$ cat src/rtl/exec_unit.sv
// rtl/exec_unit.sv - MIPS-subset execution unit with iterative MULTU and valid/ready handshake
// Single-cycle ALU/memory/branch ops; MULTU runs one shift-add step per cycle.
module exec_unit #(
  parameter int DATA_W = 8,
  parameter int PC_W   = 8,
  parameter int MUL_EN = 1
) (
  input  logic              clk,
  input  logic              rst,
  input  logic              in_valid,
  output logic              in_ready,
  input  logic [5:0]        operation_code,
  input  logic [5:0]        function_code,
  input  logic [15:0]       immediate_value,
  input  logic [DATA_W-1:0] register_source_value,
  input  logic [DATA_W-1:0] register_target_value,
  output logic              out_valid,
  input  logic              out_ready,
  output logic [DATA_W-1:0] execution_result,
  output logic              result_we,
  output logic              mem_rd,
  output logic              mem_wr,
  output logic [DATA_W-1:0] store_data,
  output logic              illegal,
  output logic [PC_W-1:0]   program_counter
);

  typedef enum logic [1:0] {S_IDLE, S_MUL, S_DONE} state_t;

  localparam int CNT_W = 6;
  localparam logic [CNT_W-1:0] LAST_CNT = CNT_W'(DATA_W - 1);

  state_t            state_q, state_d;
  logic [PC_W-1:0]   pc_q, pc_d;
  logic [DATA_W-1:0] result_q, result_d;
  logic [DATA_W-1:0] store_q, store_d;
  logic              we_q, we_d, rd_q, rd_d, wr_q, wr_d, ill_q, ill_d;
  logic [DATA_W-1:0] mcand_q, mcand_d, mplier_q, mplier_d, acc_q, acc_d;
  logic [CNT_W-1:0]  cnt_q, cnt_d;

  logic [DATA_W-1:0] rs, rt, ext_imm, addr, mul_sum;
  logic [PC_W-1:0]   br_off;
  logic [DATA_W-1:0] dec_res;
  logic [PC_W-1:0]   dec_pc;
  logic              dec_we, dec_rd, dec_wr, dec_ill, dec_mul;

  assign rs      = register_source_value;
  assign rt      = register_target_value;
  assign ext_imm = DATA_W'($signed(immediate_value));
  assign br_off  = PC_W'($signed(immediate_value));
  assign addr    = rs + ext_imm;
  assign mul_sum = acc_q + (mplier_q[0] ? mcand_q : '0);

  always_comb begin
    dec_res = '0;
    dec_pc  = pc_q + PC_W'(1);
    dec_we  = 1'b0;
    dec_rd  = 1'b0;
    dec_wr  = 1'b0;
    dec_ill = 1'b0;
    dec_mul = 1'b0;
    case (operation_code)
      6'h00: begin
        dec_we = 1'b1;
        case (function_code)
          6'h21: dec_res = rs + rt;
          6'h23: dec_res = rs - rt;
          6'h24: dec_res = rs & rt;
          6'h25: dec_res = rs | rt;
          6'h2A: dec_res = DATA_W'($signed(rs) < $signed(rt));
          6'h2B: dec_res = DATA_W'(rs < rt);
          6'h19: begin
            if (MUL_EN != 0) begin
              dec_mul = 1'b1;
            end else begin
              dec_we  = 1'b0;
              dec_ill = 1'b1;
            end
          end
          default: begin
            dec_we  = 1'b0;
            dec_ill = 1'b1;
          end
        endcase
      end
      6'h09: begin dec_res = addr; dec_we = 1'b1; end
      6'h23: begin dec_res = addr; dec_we = 1'b1; dec_rd = 1'b1; end
      6'h2B: begin dec_res = addr; dec_wr = 1'b1; end
      6'h04: if (rs == rt) dec_pc = pc_q + br_off;
      6'h05: if (rs != rt) dec_pc = pc_q + br_off;
      default: dec_ill = 1'b1;
    endcase
  end

  always_comb begin
    state_d  = state_q;
    pc_d     = pc_q;
    result_d = result_q;
    store_d  = store_q;
    we_d     = we_q;
    rd_d     = rd_q;
    wr_d     = wr_q;
    ill_d    = ill_q;
    mcand_d  = mcand_q;
    mplier_d = mplier_q;
    acc_d    = acc_q;
    cnt_d    = cnt_q;
    case (state_q)
      S_IDLE: begin
        if (in_valid) begin
          we_d    = dec_we;
          rd_d    = dec_rd;
          wr_d    = dec_wr;
          ill_d   = dec_ill;
          store_d = dec_wr ? rt : '0;
          if (dec_mul) begin
            state_d  = S_MUL;
            mcand_d  = rs;
            mplier_d = rt;
            acc_d    = '0;
            cnt_d    = '0;
          end else begin
            state_d  = S_DONE;
            result_d = dec_res;
            pc_d     = dec_pc;
          end
        end
      end
      S_MUL: begin
        // Final partial product folds straight into the result on the DONE edge.
        mcand_d  = mcand_q << 1;
        mplier_d = mplier_q >> 1;
        acc_d    = mul_sum;
        cnt_d    = cnt_q + 1'b1;
        if (cnt_q == LAST_CNT) begin
          state_d  = S_DONE;
          result_d = mul_sum;
          pc_d     = pc_q + PC_W'(1);
        end
      end
      S_DONE: if (out_ready) state_d = S_IDLE;
      default: state_d = S_IDLE;
    endcase
  end

  always_ff @(posedge clk or posedge rst) begin
    if (rst) begin
      state_q  <= S_IDLE;
      pc_q     <= '0;
      result_q <= '0;
      store_q  <= '0;
      we_q     <= 1'b0;
      rd_q     <= 1'b0;
      wr_q     <= 1'b0;
      ill_q    <= 1'b0;
      mcand_q  <= '0;
      mplier_q <= '0;
      acc_q    <= '0;
      cnt_q    <= '0;
    end else begin
      state_q  <= state_d;
      pc_q     <= pc_d;
      result_q <= result_d;
      store_q  <= store_d;
      we_q     <= we_d;
      rd_q     <= rd_d;
      wr_q     <= wr_d;
      ill_q    <= ill_d;
      mcand_q  <= mcand_d;
      mplier_q <= mplier_d;
      acc_q    <= acc_d;
      cnt_q    <= cnt_d;
    end
  end

  assign in_ready         = (state_q == S_IDLE);
  assign out_valid        = (state_q == S_DONE);
  assign result_we        = we_q & out_valid;
  assign mem_rd           = rd_q & out_valid;
  assign mem_wr           = wr_q & out_valid;
  assign illegal          = ill_q & out_valid;
  assign execution_result = result_q;
  assign store_data       = store_q;
  assign program_counter  = pc_q;

endmodule

$ cat config.mk
export PLATFORM = sky130hd
export DESIGN_NAME = exec_unit
export DESIGN_NICKNAME = d
export VERILOG_FILES = /design/src/rtl/exec_unit.sv
export SDC_FILE = /design/constraint.sdc
export NUM_CORES = 1
export LEC_CHECK = 0
export BUFFER_PORTS_ARGS = -buffer_cell sky130_fd_sc_hd__buf_2
export CORE_MARGIN = 5
export CORE_UTILIZATION = 52
export CTS_CLUSTER_DIAMETER = 120
export CTS_CLUSTER_SIZE = 10
export DETAILED_ROUTE_END_ITERATION = 8
export PLACE_DENSITY = 0.77
export REMOVE_ABC_BUFFERS = 1
export SYNTH_ARGS = -nofsm -noshare
export SYNTH_HDL_FRONTEND = slang
export SYNTH_SLANG_ARGS = --single-unit
$ cat constraint.sdc
create_clock -name clk -period 2.54 [get_ports clk]
set_clock_uncertainty 0.15 [all_clocks]
set_input_delay 0.254 -clock clk [delete_from_list [all_inputs] [get_ports clk]]
set_output_delay 0.254 -clock clk [all_outputs]
set_load 0.01 [all_outputs]
# --- Yosys cells after proc, flatten, opt, wreduce, memory -nomap -nowiden ---
# Index checks and enable logic that the tools add are counted.
totals:
  mem_bits_ro: 0
  ramBits: 0
  regBits: 60
  wordCells: 100
  mem_count: 0
  latch_bits: 0
op_classes:
  n_mul: 0
  n_shift: 0
  n_mux: 40
  n_reduce_logical: 11
  n_eq_ne: 22
  magnitude_cmp: 2
  bitwise_logic: 6
  div_mod_pow: 0
  add_sub_neg: 7
ops:
  columns: ["operator", "n"]
  rows:
  - ["$mux 8", 16]
  - ["$pmux 8 s2", 7]
  - ["$eq 6x6->1 const B", 8]
  - ["$pmux 8 s6", 1]
  - ["$add 8x8->8", 4]
  - ["$eq 6x3->1 const B", 3]
  - ["$lt 8x8->1", 2]
  - ["$mux 6", 2]
  - ["$pmux 6 s2", 1]
  - ["$add 8x1->8 const B", 1]
  - ["$and 8x8->8", 1]
  - ["$eq 8x8->1", 1]
  - ["$mux 2", 4]
  - ["$ne 8x8->1", 1]
  - ["$or 8x8->8", 1]
  - ["$sub 8x8->8", 1]
  - ["$reduce_or 7->1", 1]
  - ["$add 6x1->6 const B", 1]
  - ["$eq 6x4->1 const B", 1]
  - ["$eq 6x5->1 const B", 1]
  - ["$logic_not 6->1", 1]
  - ["$mux 1", 6]
  - ["$ne 2x2->1 const B", 3]
  - ["$pmux 2 s3", 1]
  - ["13 further kinds", 19]

# --- Logic depth before layout (Yosys ltp) ---
# Gate-level depths: netlist of run 1.
logic_depth:
  word_depth: 6
  mapped_depth: 12

# --- Worst setup path after synthesis of run 1 ---
# Ideal clock, no wire load.
synth_path:
  path_kind: "reg-to-reg"
  from: "register mplier_q[0]"
  to: "register result_q[6], in the netlist execution_result[6]"
  setup_slack_ns: 0.093
  path_stages_with_launch: 11
  setup_ns: 0.078
  t_arrival_ns: 2.219
  n_path_buf: 0
  cell_sequence: "dfrtp_1 > and2_1 > ha_1 > fa_1 > a21o_1 > a21oi_1 > o21bai_1 > a21oi_1 > mux2i_1 > o22ai_1 > a21oi_1"
synth_via:
  elab_chain_cells: 4
synth_rtl:
  columns: ["item", "line_no", "rtl"]
  rows:
  - ["from (decl)", "38", "logic [DATA_W-1:0] mcand_q, mcand_d, mplier_q, mplier_d, acc_q, acc_d;"]
  - ["from (signal assigned)", "170", "mplier_q <= mplier_d;"]
  - ["$mux 8", "52", "assign mul_sum = acc_q + (mplier_q[0] ? mcand_q : '0);"]
  - ["$add 8x8->8", "52", null]
  - ["$mux 8", "135", "if (cnt_q == LAST_CNT) begin"]
  - ["$pmux 8 s2", "108", "case (state_q)"]
  - ["to (signal assigned)", "163", "result_q <= result_d;"]
  - ["to (decl)", "35", "logic [DATA_W-1:0] result_q, result_d;"]
# No other way between the ends. The select of a mux whose other input is x is not followed.
# A chain may end at the register's enable or synchronous reset.

# --- Final worst setup path of run 1 ---
layout_path:
  from: "register mplier_q[0]"
  to: "register result_q[7], in the netlist execution_result[7]"
# The elaborated chain is that of the path after synthesis.

==> results.toml, run 1 <==
[outcome]
run_status = "complete, no violations"

[logic_synthesis]
synth.yosys.seq_area_share_pct = 31.3
number_of_enable_flip_flop_cells_after_synthesis = 0
avgSynthCellArea_um2 = 8.55
library_cells_used_by_synthesis = 62
synth_area_leaders = "sky130_fd_sc_hd__dfrtp_1 31%, sky130_fd_sc_hd__ha_1 13%, sky130_fd_sc_hd__nand2_1 5.0%"
syn_inst = 561
post-synth-top-area-fraction_pct = 31.3
yosys_warnings = 0
ys_seq_elements = 60
ys_async_sr_fraction_pct = 100
postSynth.topFlopCell = "sky130_fd_sc_hd__dfrtp_1"
netlist.top_cell.by_area = "sky130_fd_sc_hd__dfrtp_1"
synth_top_cells_by_count = "64 x sky130_fd_sc_hd__nand2_1, 60 x sky130_fd_sc_hd__dfrtp_1, 50 x sky130_fd_sc_hd__nor2_1, 49 x sky130_fd_sc_hd__ha_1, 39 x sky130_fd_sc_hd__a21oi_1"
syn-cell-area_um2 = 4800
synthMostInstantiatedCell = "sky130_fd_sc_hd__nand2_1"

[grt]
grt-ovfl-total = 0
wire_length_of_the_first_global_routing_pass_um = 23400
gr-usage-all-layers_pct = 26.5
grt_antenna_before_repair = 0
pin_count_of_the_biggest_net_entering_global_routing = 29
number_of_global_route_vias_before_repair = 4754

[floorplanning]
die_area_um2 = 11200
design.core.area_um2 = 9110
initial_core_util_pct = 52.7
pin_count = 78
die_height_um = 106
floorplan.die.width_um = 106
row_count = 35

[sta]
setup-tns-final_ps = 0
finalHoldViolations = 0
worstMarginPinSlew_ps = 729
finalWorstSetupSlack_ps = 105
finalWorstPathRequiredPeriod_ps = 2440
period_share_pct = 95.9
final_max_slew_viol_count = 0
setup_violations = 0
whs_ps = 125
rsz0062_at_grt = "yes"
max-slew-margin-rel_pct = 51.4
max_frequency_mhz = 411

[drt]
via_count = 4796
drc = 0
wl_met2_um = 7120
top_layer = "met4"
detailed_routed_wire_length_on_met3_um = 1010
detail_route.iter0.violations = 400
route.detailed.vias_per_inst = 6.05
detail_route.first_pass.iterations = 5
ant_nets_after_route = 0
routed_wire_length_per_instance_um = 18.4
wl_met1_um = 5970
wirelength_um = 14600

[pwr]
vdd_drop_max_mv = 0.231
power_per_cell_area_nw_per_um2 = 512
leakage_power_uw = 0.00300
power.total_uw = 3030

[final_layout]
final_net_count = 782
area_growth_syn_to_layout_pct = 23.5
post_route_cells_drive_above_1_share_pct = 24.6
ant_diodes = 0
fillerInstances = 759

[worst_setup_path]
cp_data_required_time_ps = 2630
sort_of_element_at_the_start_of_the_critical_path = "flip-flop"
worstPathArrival_ps = 2520
critical_path.max_fanout = 3
worst-setup-path-type = "flip-flop to flip-flop"
setup.worst_path.end_class = "flip-flop"

[cts]
clock_path_buffers = 2
cts.sinks = 60
clockRootBuffer = "sky130_fd_sc_hd__clkbuf_8"
h-tree-depth = 3
clock_tree_from_tritoncts = "yes"
insertion_delay_ps = 350
numCtsBuffers = 9
path_clk_slew_ps = 70

[place]
place_worst_setup_slack_ps = -317
portbufs = 69
detailed_place_hpwl_um = 11200
place.gp.congestion = 0.896

[hold_path]
holdCritPathClass = "input port to flip-flop"

[job]
cap_viol_max_count = 0
-- cells by family (layout without fill, tap and decap cells) --
logic type      after synthesis  after routing  share of synthesized area, %
mux                           4              4                         0.861
buf+inv                      57            178                          5.19
flops                        60             60                          31.3
simple gates                196            196                          19.9
compound gates              162            162                          22.7
fa+ha+maj                    54             54                          14.9
xor+xnor                     28             28                          5.11
-- cell usage in the layout (no fill, tap or decap), drive strengths merged, types with 13 or more instances in the layout --
| master | instances |
|---|---|
| nand2 | 64 |
| buf | 131 |
| nor2 | 50 |
| o21ai | 27 |
| a21o | 13 |
| ha | 49 |
| inv | 31 |
| xor2 | 14 |
| xnor2 | 14 |
| a31oi | 17 |
| a21oi | 39 |
| dfrtp | 60 |
| a22o | 16 |
| and2 | 15 |
-- state kept, by name, summed over array words and instances, names as in the netlist, 2 cells and up --
signal            flops
mcand_q               8
state_q               2
execution_result      8
acc_q                 8
cnt_q                 6
store_data            8
program_counter       8
mplier_q              8
-- final timing paths --
| kind | start | slack, ps | end | cells after the start |
|---|---|---|---|---|
| worst min register to register | program_counter[7] | 320 | program_counter[7] | 1 |
| worst max-delay path | mplier_q[0] | 100 | execution_result[7] | 10 |
| worst min-delay path | register_target_value[2] | 130 | store_data[2] | 3 |
| min in group asynchronous | rst | 360 | execution_result[2] | 3 |
| worst max register to register | mplier_q[0] | 100 | execution_result[7] | 10 |
| max in group asynchronous | rst | 1190 | rd_q | 4 |
-- through the flow --
| stage | area, um^2 | utilization, % | cells |
|---|---|---|---|
| finish | 5920 | 65.0 | 793 |
| global route | 5920 | 65.0 | 793 |
| CTS | 5820 | 63.9 | 790 |
| detailed placement | 5610 | 61.6 | 774 |
| global placement | 5610 | 61.6 | 774 |
| floorplan | 4660 | - | 535 |
-- layer usage --
layer  GRT usage [%]  up-vias
met5               0        -
met4            9.81        0
met3            4.25       44
met2            45.5      208
met1            33.5     2303
li1                -     2241
-- repair_timing --
item | CTS | global route
endpoints found under the hold margin | 28 | 0
pin swaps | 0 | 7
setup buffers | 0 | 3
resized for setup | 2 | 12
hold buffers | 3 | 0
endpoints found under the setup margin | 1 | 6
-- critical path, cell delays in order, from the launching register on --
cell	delay [ps]
sky130_fd_sc_hd__dfrtp_1	400
sky130_fd_sc_hd__buf_4	150
sky130_fd_sc_hd__and2_1	160
sky130_fd_sc_hd__ha_1	270
sky130_fd_sc_hd__a21oi_1	140
sky130_fd_sc_hd__nor2b_1	80
sky130_fd_sc_hd__o31ai_1	310
sky130_fd_sc_hd__a21oi_1	180
sky130_fd_sc_hd__xnor2_2	220
sky130_fd_sc_hd__o31ai_1	100
sky130_fd_sc_hd__a21o_1	180
-- report_power, final --
part / leakage, uW / switching, uW / internal (uW)
Sequential: 0.000789 / 98.2 / 1030
Clock: 0.0000939 / 372 / 460
Combinational: 0.00212 / 591 / 478
Total: 0.00300 / 1060 / 1970
-- cell type report --
class	count	area, um^2	area share (%)
well taps	111	139	2.34
multi-input cells	444	3140	52.9
clock inverters	3	40.0	0.676
clock buffers	10	138	2.32
inverters	31	116	1.96
repair buffers	134	853	14.4
flip-flops and latches	60	1500	25.3
No activity file was read; power rests on OpenSTA's default activity.
==> run 2: changes to the inputs <==
--- a/config.mk
+++ b/config.mk
@@ -6,7 +6,8 @@
 export NUM_CORES = 1
 export LEC_CHECK = 0
 export BUFFER_PORTS_ARGS = -buffer_cell sky130_fd_sc_hd__buf_2
-export CORE_MARGIN = 5
+export CORE_ASPECT_RATIO = 1.2
+export CORE_MARGIN = 2
 export CORE_UTILIZATION = 52
 export CTS_CLUSTER_DIAMETER = 120
 export CTS_CLUSTER_SIZE = 10
==> results.toml, run 2 (synthesized netlist as in run 1, its figures left out) <==
[cts]
clockRootBuffer = "sky130_fd_sc_hd__clkbuf_8"
path_clk_slew_ps = 70
clock_path_buffers = 2
clock_tree_from_tritoncts = "yes"
numCtsBuffers = 9
cts.sinks = 60
insertion_delay_ps = 360
h-tree-depth = 3

[sta]
rsz0062_at_grt = "yes"
finalWorstPathRequiredPeriod_ps = 2480
max_frequency_mhz = 403
max-slew-margin-rel_pct = 59.2
setup_violations = 0
finalHoldViolations = 0
worstMarginPinSlew_ps = 611
final_max_slew_viol_count = 0
period_share_pct = 97.8
whs_ps = 91.1

[final_layout]
area_growth_syn_to_layout_pct = 21.8
post_route_cells_drive_above_1_share_pct = 23.3
fin_area_um2 = 5840
final_net_count = 779
most-common-layout-cells = "69 x sky130_fd_sc_hd__buf_2, 64 x sky130_fd_sc_hd__nand2_1, 60 x sky130_fd_sc_hd__dfrtp_1"
layout.cells.non_filler = 801
layout_commonest_cell = "sky130_fd_sc_hd__buf_2"
ant_diodes = 0

[worst_setup_path]
ff2ff_setup_slack_ps = 60
setup.worst_path.end_class = "flip-flop"
reg2reg_depth = 11
timing.rr.end = "execution_result[6]"
sort_of_element_at_the_start_of_the_critical_path = "flip-flop"
cp_data_required_time_ps = 2670
regToRegStartpoint = "mplier_q[0]"
critical_path.max_fanout = 3
worstPathArrival_ps = 2620
worst-setup-path-type = "flip-flop to flip-flop"

[floorplanning]
initial_core_util_pct = 53.4
pin_count = 78
die_area_um2 = 10000
design.core.area_um2 = 8990
die_height_um = 109
floorplan.die.width_um = 91.7
row_count = 38

[hold_path]
min_delay_path_depth = 3
holdCritPathClass = "input port to flip-flop"
holdPathEnd = "store_data[7]"
timing.hold.worst.start = "register_target_value[7]"

[grt]
gr-usage-all-layers_pct = 29.0
number_of_global_route_vias_before_repair = 4632
grt_util_met3_pct = 4.56
wire_length_of_the_first_global_routing_pass_um = 22600
grt-ovfl-total = 0
globalRouteMet2Util_pct = 49.7
pin_count_of_the_biggest_net_entering_global_routing = 30
grt_antenna_before_repair = 0
grt_most_used_layer = "met2"
grt_util_met1_pct = 34.9

[pwr]
internal_power_uw = 1980
pwr-share-comb_pct = 34.1
leakage_power_uw = 0.00297
power.switching_fraction_pct = 35.7
p_switching_uw = 1100
share_clk_of_total_power_pct = 29.1
pwr-share-seq_pct = 36.8
vdd_drop_max_mv = 0.455
power_per_cell_area_nw_per_um2 = 526

[drt]
via_count = 4611
detail_route.iter0.violations = 273
routed_wire_length_per_instance_um = 17.6
detail_route.first_pass.iterations = 5
route.detailed.vias_per_inst = 5.76
ant_nets_after_route = 0
wirelength_um = 14100
drc = 0

[place]
portbufs = 69
placed_cells_incl_taps = 780
detailed_place_hpwl_um = 11000
place.gp.congestion = 0.937
postPlaceCellArea_um2 = 5580

[outcome]
run_status = "complete, no violations"

[job]
cap_viol_max_count = 0
==> run 2: power by group through the flow <==
stage	clock, uW	combinational, uW	sequential [uW]
2_1_floorplan	0	633	1160
3_3_place_gp	0	1010	1140
3_5_place_dp	0	1030	1150
5_1_grt	936	1160	1140
6_report	894	1050	1130
4_1_cts	911	1040	1130
==> run 2: worst max path at each step <==
stage | from | to | slack (ps) | depth (start not counted)
finish | mplier_q[0] | execution_result[6] | 60 | 11
detailed placement | register_source_value[0] | execution_result[4] | -200 | 10
global route | mplier_q[0] | execution_result[6] | -80 | 11
CTS | mplier_q[0] | execution_result[6] | 10 | 11
floorplan | operation_code[1] | cnt_q[5] | -40 | 7
global placement | register_source_value[0] | execution_result[6] | -180 | 11
==> run 2: critical path, stage by stage (launching register included) <==
cell	delay, ps
sky130_fd_sc_hd__dfrtp_1	420
sky130_fd_sc_hd__and2_1	160
sky130_fd_sc_hd__ha_2	180
sky130_fd_sc_hd__fa_2	380
sky130_fd_sc_hd__a21o_1	180
sky130_fd_sc_hd__a21oi_2	130
sky130_fd_sc_hd__o21bai_1	80
sky130_fd_sc_hd__a21oi_1	170
sky130_fd_sc_hd__mux2i_1	200
sky130_fd_sc_hd__buf_4	140
sky130_fd_sc_hd__o22ai_2	70
sky130_fd_sc_hd__a21oi_1	140
==> run 2: metrics by stage <==
step,setup TNS [ps],worst slack (ps),utilization [%],total power (uW)
floorplan,-78.1,-39.9,-,1790
global placement,-836,-175,62.1,2150
CTS,0,11.7,64.6,3080
detailed placement,-1010,-200,62.1,2180
global route,-102,-81.9,65.0,3240
finish,0,55.8,65.0,3080
==> run 2: what timing repair did <==
item                                    in CTS  in global routing
resized for setup                            2                  3
endpoints found under the setup margin       1                  2
pin swaps                                    1                  3
hold endpoints to repair                    29                  0
setup buffers                                0                  3
hold buffers                                 3                  0
==> run 2: cell type report <==
| class | count | area, um^2 |
|---|---|---|
| clock buffer | 10 | 138 |
| timing repair buffer | 131 | 818 |
| tap | 120 | 150 |
| fill | 767 | 3150 |
| multi-input combinational | 444 | 3060 |
| sequential | 60 | 1500 |
| clock inverter | 5 | 52.6 |
| inverter | 31 | 116 |
==> run 2: per-layer routing <==
layer,vias to the layer above,wire [um]
met4,0,545
met5,-,0
met1,2218,6040
li1,2232,-
met2,126,6940
met3,35,565
==> run 3: changes to the inputs <==
--- a/config.mk
+++ b/config.mk
@@ -12,6 +12,7 @@
 export CTS_CLUSTER_DIAMETER = 120
 export CTS_CLUSTER_SIZE = 10
 export DETAILED_ROUTE_END_ITERATION = 8
+export GPL_TIMING_DRIVEN = 0
 export PLACE_DENSITY = 0.77
 export REMOVE_ABC_BUFFERS = 1
 export SYNTH_ARGS = -nofsm -noshare
==> results.toml, run 3 (synthesized netlist as in run 1, its figures left out) <==
[worst_setup_path]
timing.critical_path.buf_inv = 0
worst_path_largest_cell_delay_ps = 460
cp_data_required_time_ps = 2680
ff2ff_setup_slack_ps = -10
crit_slowest_cell = "sky130_fd_sc_hd__dfrtp_2"
reg2reg_depth = 10
worst-setup-path-type = "flip-flop to flip-flop"
setup.worst_path.end_class = "flip-flop"
sort_of_element_at_the_start_of_the_critical_path = "flip-flop"
timing.rr.end = "execution_result[6]"
crit_path_frequent_cell = "sky130_fd_sc_hd__a21oi_2"
critPathTopFamily = "compound AO/OA/AOI/OAI gates"
timing.critical_path.cells = "and2_4 -> ha_4 -> fa_2 -> a21o_1 -> a21oi_2 -> o21bai_1 -> a21oi_2 -> mux2i_2 -> o22ai_1 -> a21oi_1"
critical_path.max_fanout = 8
regToRegStartpoint = "mplier_q[0]"
worstPathArrival_ps = 2690

[floorplanning]
die_area_um2 = 10000
die_height_um = 109
initial_core_util_pct = 53.4
design.core.area_um2 = 8990
floorplan.die.width_um = 91.7
row_count = 38
pin_count = 78

[grt]
gr-usage-all-layers_pct = 26.2
wire_length_of_the_first_global_routing_pass_um = 20400
pin_count_of_the_biggest_net_entering_global_routing = 32
grt-ovfl-total = 0
number_of_global_route_vias_before_repair = 4197
grt_antenna_before_repair = 0

[pwr]
internal_power_uw = 1910
pwr-share-seq_pct = 38.1
power_per_cell_area_nw_per_um2 = 533
leakage_power_uw = 0.00274
share_clk_of_total_power_pct = 28.7
power.switching_fraction_pct = 35.6
p_switching_uw = 1060
pwr-share-comb_pct = 33.2
vdd_drop_max_mv = 0.435

[hold_path]
min_delay_path_depth = 2
holdCritPathClass = "input port to flip-flop"
holdPathEnd = "store_data[6]"
timing.hold.worst.start = "register_target_value[6]"

[cts]
clock_tree_from_tritoncts = "yes"
path_clk_slew_ps = 70
cts.sinks = 60
clockRootBuffer = "sky130_fd_sc_hd__clkbuf_8"
numCtsBuffers = 9
clock_path_buffers = 2
h-tree-depth = 3
insertion_delay_ps = 360

[sta]
rsz0062_at_grt = "yes"
period_share_pct = 101
setup-tns-final_ps = -12.8
setup_violations = 1
finalWorstPathRequiredPeriod_ps = 2550
max-slew-margin-rel_pct = 30.7
max_frequency_mhz = 392
worstMarginPinSlew_ps = 1040
final_max_slew_viol_count = 0
finalWorstSetupSlack_ps = -12.8
finalHoldViolations = 0

[job]
cap_viol_max_count = 0

[place]
portbufs = 69
placed_cells_incl_taps = 727
detailed_place_hpwl_um = 9630
place.gp.congestion = 0.987

[drt]
routed_wire_length_per_instance_um = 17.0
wirelength_um = 12800
drc = 0
detail_route.iter0.violations = 281
ant_nets_after_route = 0
detail_route.first_pass.iterations = 5
via_count = 4408
route.detailed.vias_per_inst = 5.87

[final_layout]
most-common-layout-cells = "69 x sky130_fd_sc_hd__buf_2, 63 x sky130_fd_sc_hd__nand2_1, 59 x sky130_fd_sc_hd__dfrtp_1"
ant_diodes = 0
post_route_cells_drive_above_1_share_pct = 18.9
layout.cells.non_filler = 751
area_growth_syn_to_layout_pct = 15.8
final_net_count = 728
layout_commonest_cell = "sky130_fd_sc_hd__buf_2"

[outcome]
run_status = "finished with violations"
failed_checks = "setup timing"
[run 3: power groups by stage]
| stage | clock [uW] | sequential [uW] | combinational (uW) |
|---|---|---|---|
| 2_1_floorplan | 0 | 1160 | 633 |
| 3_3_place_gp | 0 | 1140 | 925 |
| 3_5_place_dp | 0 | 1140 | 954 |
| 4_1_cts | 864 | 1120 | 966 |
| 5_1_grt | 910 | 1140 | 1100 |
| 6_report | 851 | 1130 | 985 |
[run 3: area by class of cell]
class,count,area (um^2)
multi-input cells,444,3130
flip-flops and latches,60,1500
repair buffers,80,475
clock inverters,5,52.6
clock buffers,11,131
well taps,120,150
inverters,31,116
fillers,784,3430
[run 3: layer usage]
metal  track usage (%)  up-vias  part of all wire, %
li1                  -     2135                    -
met1              32.2     2102                   42
met2              44.2      142                   50
met3              4.70       29                  5.0
met4              13.3        0                  3.2
met5                 0        -                    0
[run 3: per-stage QoR]
step                util (%)  power [uW]  instance area [um^2]  setup slack, ps  hold WS (ps)
floorplan                  -        1790                  4660            -39.9           204
global placement        57.4        2070                  5160            -1020           303
detailed placement      58.2        2100                  5230             -417           243
CTS                     60.8        2950                  5460            -38.9          12.2
global route            61.8        3150                  5550             -133          16.5
finish                  61.8        2960                  5550            -12.8          23.9
[run 3: worst register-to-register path: cells and delay by family, from the launching register on]
kind                     cells  cell delay, ps
AO/OA/AOI/OAI                6             890
flip-flops                   1             460
multiplexers                 1             300
adder cells (fa/ha/maj)      2             520
AND/OR/NAND/NOR              1             160
[run 3: what timing repair did]
| item | CTS | global route |
|---|---|---|
| gates resized for setup | 5 | 12 |
| pin swaps | 3 | 7 |
| endpoints found under the hold margin | 31 | 0 |
| endpoints found under the setup margin | 12 | 11 |
| buffers inserted | 0 | 5 |
| hold buffers | 3 | 0 |
[run 3: worst max path at each step]
stage,end,startpoint,cells past startpoint
after detailed placement,program_counter[7],register_source_value[5],10
final,execution_result[6],mplier_q[0],10
after floorplan,cnt_q[5],operation_code[1],7
after global routing,execution_result[6],mplier_q[0],10
after CTS,execution_result[6],mplier_q[0],10
after global placement,execution_result[0],state_q[0],6
